--- src/rtl/dct2_8_tbuf.sv ---
// ----------------------------------------------------------------------------
// dct2_8_tbuf
//
// 8x8 transpose buffer sitting between the row pass and the column pass of
// the 2-D 8-point DCT-II. Rows from the row pass are written into one of two
// register banks. Once a bank holds a complete block it is read back one
// column at a time. The two banks ping-pong, so one block can fill while the
// other drains. Sustained throughput is one row in and one column out per
// cycle.
//
// Ports:
//   clk        rising-edge clock
//   rst_n      synchronous reset, active low
//   in_valid   in_row carries a valid row
//   in_ready   a row can be accepted this cycle
//   in_row     8 signed W-bit samples, index = column position
//   out_valid  out_col carries a valid column
//   out_ready  consumer takes the column this cycle
//   out_col    8 signed W-bit samples, index = row position
//   out_idx    column index (0..7) of the column on out_col
//   out_last   high together with column 7 of a block
// ----------------------------------------------------------------------------
module dct2_8_tbuf #(
    parameter int W = 18,
    parameter int N = 8
) (
    input  logic                clk,
    input  logic                rst_n,
    input  logic                in_valid,
    output logic                in_ready,
    input  logic signed [W-1:0] in_row [0:N-1],
    output logic                out_valid,
    input  logic                out_ready,
    output logic signed [W-1:0] out_col [0:N-1],
    output logic [2:0]          out_idx,
    output logic                out_last
);

    localparam logic [2:0] LAST_IDX = 3'd7;

    // Two banks of 8x8 samples, indexed [row][column].
    logic signed [W-1:0] bank0 [0:N-1][0:N-1];
    logic signed [W-1:0] bank1 [0:N-1][0:N-1];

    logic [1:0] full;
    logic       wr_bank;
    logic       rd_bank;
    logic [2:0] wr_cnt;
    logic [2:0] rd_cnt;

    logic       wr_fire;
    logic       rd_fire;

    // The handshake qualifiers depend only on registered state. The upstream
    // and downstream stages can therefore look at ready/valid without forming
    // a combinational loop through this block.
    always_comb begin
        in_ready  = !full[wr_bank];
        out_valid = full[rd_bank];
        wr_fire   = in_valid && in_ready;
        rd_fire   = out_valid && out_ready;
    end

    // Control state: fill/drain pointers and the per-bank full flags. A fill
    // completion and a drain completion can fall on the same edge. The fill
    // always targets the bank that is not full, and the drain targets the
    // bank that is full, so the two flag writes never touch the same bit.
    always_ff @(posedge clk) begin
        if (!rst_n) begin
            full    <= 2'b00;
            wr_bank <= 1'b0;
            rd_bank <= 1'b0;
            wr_cnt  <= 3'd0;
            rd_cnt  <= 3'd0;
        end else begin
            if (wr_fire) begin
                wr_cnt <= wr_cnt + 3'd1;
                if (wr_cnt == LAST_IDX) begin
                    full[wr_bank] <= 1'b1;
                    wr_bank       <= !wr_bank;
                end
            end
            if (rd_fire) begin
                rd_cnt <= rd_cnt + 3'd1;
                if (rd_cnt == LAST_IDX) begin
                    full[rd_bank] <= 1'b0;
                    rd_bank       <= !rd_bank;
                end
            end
        end
    end

    // Sample storage. This block is deliberately left out of the reset.
    // Stale contents are harmless because a bank is only read after its
    // full flag is set, and the full flag is set only after all 64 samples
    // of the current block have been written.
    always_ff @(posedge clk) begin
        if (wr_fire) begin
            for (int c = 0; c < N; c++) begin
                if (wr_bank) begin
                    bank1[wr_cnt][c] <= in_row[c];
                end else begin
                    bank0[wr_cnt][c] <= in_row[c];
                end
            end
        end
    end

    // Column read-out. All eight row entries of column rd_cnt are picked in
    // parallel from the draining bank. When nothing is valid, the outputs
    // are forced to zero so that stale bank data never leaks downstream.
    always_comb begin
        for (int r = 0; r < N; r++) begin
            out_col[r] = '0;
            if (out_valid) begin
                out_col[r] = rd_bank ? bank1[r][rd_cnt] : bank0[r][rd_cnt];
            end
        end
        out_idx  = out_valid ? rd_cnt : 3'd0;
        out_last = out_valid && (rd_cnt == LAST_IDX);
    end

endmodule

--- config.mk ---
export PLATFORM = sky130hd
export DESIGN_NAME = dct2_8_tbuf
export DESIGN_NICKNAME = d
export VERILOG_FILES = /design/src/rtl/dct2_8_tbuf.sv
export SDC_FILE = /design/constraint.sdc
export NUM_CORES = 2
export LEC_CHECK = 0
export BUFFER_PORTS_ARGS = -buffer_cell sky130_fd_sc_hd__buf_2
export CORE_UTILIZATION = 55
export CTS_BUF_LIST = sky130_fd_sc_hd__clkbuf_2
export DETAILED_ROUTE_END_ITERATION = 6
export PLACE_DENSITY_LB_ADDON = 0.15
export SYNTH_ARGS = -nofsm -noshare
export SYNTH_HDL_FRONTEND = slang
export SYNTH_SLANG_ARGS = --single-unit
--- constraint.sdc ---
create_clock -name clk -period 19.7 [get_ports clk]
set_input_delay 0.985 -clock clk [delete_from_list [all_inputs] [get_ports clk]]
set_output_delay 0.985 -clock clk [all_outputs]
set_load 0.005 [all_outputs]
==> impl_metrics.tcl <==
set metrics [dict create \
    synth.distinct_cells 33 \
    final_antenna_net_count 0 \
    synth_fa_ha_area_frac 0.000564 \
    cts-root-buf "clkbuf_2" \
    hold_viol 0 \
    syn-instance-count 4210 \
    first_pass_iters 6 \
    cap_violations 0 \
    worstPathCellList "buf_12 -> buf_12 -> buf_4 -> mux4_2 -> a32oi_1 -> o211ai_1 -> buf_2" \
    cts.sinks 2314 \
    skew_ns 0.0919 \
    period_needed_ns 7.58 \
    clock.fmax_mhz 132 \
    p_sw_frac 0.230 \
    post-route-period-util 0.385 \
    whs_ns 0.193 \
    num_rows 147 \
    yosys.area_share.xor_xnor 0.000197 \
    synthMuxAreaShare 0.143 \
    viasPerCell 6.25 \
    syn_area_mm2 0.0887 \
    holdCritStartpoint "in_row[0]" \
    power.share.clock 0.348 \
    maxUsedRoutingLayer "met5" \
    clkLatencyLatePin_ns 1.83 \
    critical-path-slowest-cell "buf_4" \
    worst_ep_required_time_ns 18.72 \
    dr.first_iter.drc_count 5260 \
    crit_fanout 102 \
    avgRoutedWirePerCell_um 29.9 \
    worstHoldPathType "in2reg" \
    cp_slowest_stage_delay_ns 0.87 \
    crit_top_cell "buf_12" \
    peakVddDrop_uv 55.8 \
    die_area_mm2 0.163 \
    cts_tree "done" \
    synth-compound-area-share 0.0270 \
    met3_length_um 23000 \
    die_y_um 404 \
    relSlewSlack 0.161 \
    place_congestion 0.785 \
    initial_core_util 0.553 \
    routed-wl-met2_um 105000 \
    worstMarginPinSlew_ns 1.26 \
    synthesis.nets 4362 \
    synth-seq-cells 2314 \
    drv_slew 0 \
    grt_pass1_wl_um 330000 \
    wl_um 230000 \
    p_leak_nw 31.3 \
    wl_met1_um 97100 \
    core_region_area_mm2 0.160 \
    vias 48000 \
    power_mw 8.73 \
    synth_seq_area_share 0.782 \
    cp-end-kind "output pin" \
    nets 5295 \
    grt_max_degree 149 \
    setup_viol 0 \
    power.density_mw_per_mm2 87.8 \
    cts.clk_slew.worst_paths_ns 0.10 \
    grt.total_usage 0.284 \
    avgSynthCellArea_um2 21.1 \
    htreeDepth 6 \
    cts_buffers 583 \
    p_int_mw 6.73 \
    numPortBuffers 297 \
    p_sw_mw 2.01 \
    outcome "finished, final reports clean" \
    crit_type "reg2out" \
    antenna_found_initial 31 \
    timing.setup.tns_ns 0 \
    dp_cells 6492 \
    r2r-start "wr_bank" \
    overflow 0 \
    p_comb_frac 0.025 \
    fillers 11600 \
    layout-drive-gt1-share 0.306 \
    dp_hpwl_um 124000 \
    fin_cells 7689 \
    rsz0062_at_grt "false" \
    synth_top_family_by_area "multiplexers" \
    seqPwrFrac 0.627 \
    cp.arrival_ns 6.60 \
    cts_buffer_depth 4 \
    io_pins 298 \
    drcViolationCount 0 \
    yosysWarnings 0 \
    crit_start "rd_cnt[0]" \
    syn_to_final_growth_pct 12.1 \
    synth-simple-area-share 0.0312 \
    startpoint_type "flop" \
    grt_pass1_vias 47500 \
    die_w_um 404 \
]
[area by class of cell]
type	instances	area, µm²	area share
Multi-Input combinational cell	1650	18000	0.181
Inverter	2	7.51	0.0000755
Antenna cell	15	37.5	0.000377
Clock buffer	825	4130	0.0415
Tap cell	2160	2700	0.0272
Clock inverter	131	702	0.00706
Sequential cell	2314	69400	0.698
Timing Repair Buffer	592	4430	0.0446
[per-layer routing]
layer	vias up	GRT usage
li1	19800	-
met5	-	0
met1	25200	0.429
met3	348	0.0694
met4	14	0.0841
met2	2593	0.414
[synthesized netlist by cell type]
cell type | count | area, µm²
o211ai_1 | 143 | 1070
and2_1 | 4 | 25.0
inv_1 | 2 | 7.51
xnor2_1 | 2 | 17.5
ha_1 | 4 | 50.1
nand4b_1 | 1 | 8.76
nor2_1 | 16 | 60.1
buf_2 | 68 | 340
and3_1 | 1 | 6.26
o21ai_0 | 1 | 5.00
a32oi_1 | 143 | 1250
a21boi_0 | 2 | 15.0
nand4_1 | 144 | 901
o221a_2 | 2 | 22.5
buf_4 | 39 | 293
o21ai_1 | 1 | 5.00
o22ai_1 | 1 | 6.26
nand2b_1 | 3 | 18.8
mux4_2 | 433 | 9750
a21oi_1 | 1 | 5.00
clkbuf_1 | 91 | 342
buf_1 | 8 | 30.0
edfxtp_1 | 2304 | 69200
a2bb2oi_1 | 1 | 8.76
nand3b_1 | 1 | 7.51
nor2_2 | 1 | 6.26
nand3_1 | 5 | 25.0
nor2b_1 | 9 | 56.3
buf_6 | 38 | 428
nor3_1 | 4 | 20.0
dfxtp_1 | 10 | 200
mux2i_1 | 291 | 2910
nand2_1 | 436 | 1640
[metrics by stage]
stage,worst slack [ns],instance area (µm²),util
global placement,14.00,92300,0.576
finish,12.12,99400,0.620
CTS,11.96,99400,0.620
floorplan,7.72,88700,-
detailed placement,13.98,92300,0.576
global route,11.74,99400,0.620
[worst max-delay path, delay by kind of cell (launching register included)]
kind | cells | cell delay, ns
compound gates | 2 | 0.83
buf+inv | 4 | 2.21
flops | 1 | 0.78
mux | 1 | 0.37
[registers in the layout, summed over array words and instances, names as in the netlist]
signal / count
bank1: 1152
rd_bank: 1
wr_bank: 1
rd_cnt: 3
full: 2
bank0: 1152
wr_cnt: 3
[power by group through the flow]
stage / sequential (mW) / clock (mW) / combinational [mW]
after floorplan: 5.61 / 0 / 0.0388
after global placement: 5.59 / 0 / 0.169
after detailed placement: 5.59 / 0 / 0.172
after CTS: 5.48 / 3.11 / 0.217
after global routing: 5.48 / 3.35 / 0.228
final: 5.48 / 3.04 / 0.217
[final timing paths]
check | cells past startpoint | endpoint | slack, ns
worst max-delay path | 7 | out_col[82] | 12.12
worst min-delay path | 2 | bank1[2][0] | 0.19
worst max register to register | 4 | bank1[3][140] | 15.85
worst min register to register | 2 | full[1] | 0.60
[cells by family (layout without fill, tap and decap cells)]
family	count (synthesis)	in the layout
compound gates	295	295
xor+xnor	2	2
fa+ha+maj	4	4
buf+inv	246	1550
flops	2314	2314
mux	724	724
other cells	0	15
simple gates	625	625
[cells in the final DEF (no fill, tap or decap), types with 143 or more instances in the layout]
cell type         n
a32oi_1         143
buf_2           297
clkbuf_2        825
dlygate4sd3_1   225
edfxtp_1       2304
mux2i_1         291
mux4_2          433
nand2_1         436
nand4_1         144
o211ai_1        143
[timing repair]
| item | in CTS | in global routing |
|---|---|---|
| gates resized for setup | 0 | 0 |
| setup buffers | 0 | 0 |
| hold buffers | 225 | 0 |
| endpoints found under the hold margin | 2437 | 0 |
No activity file was read; power rests on OpenSTA's default activity.
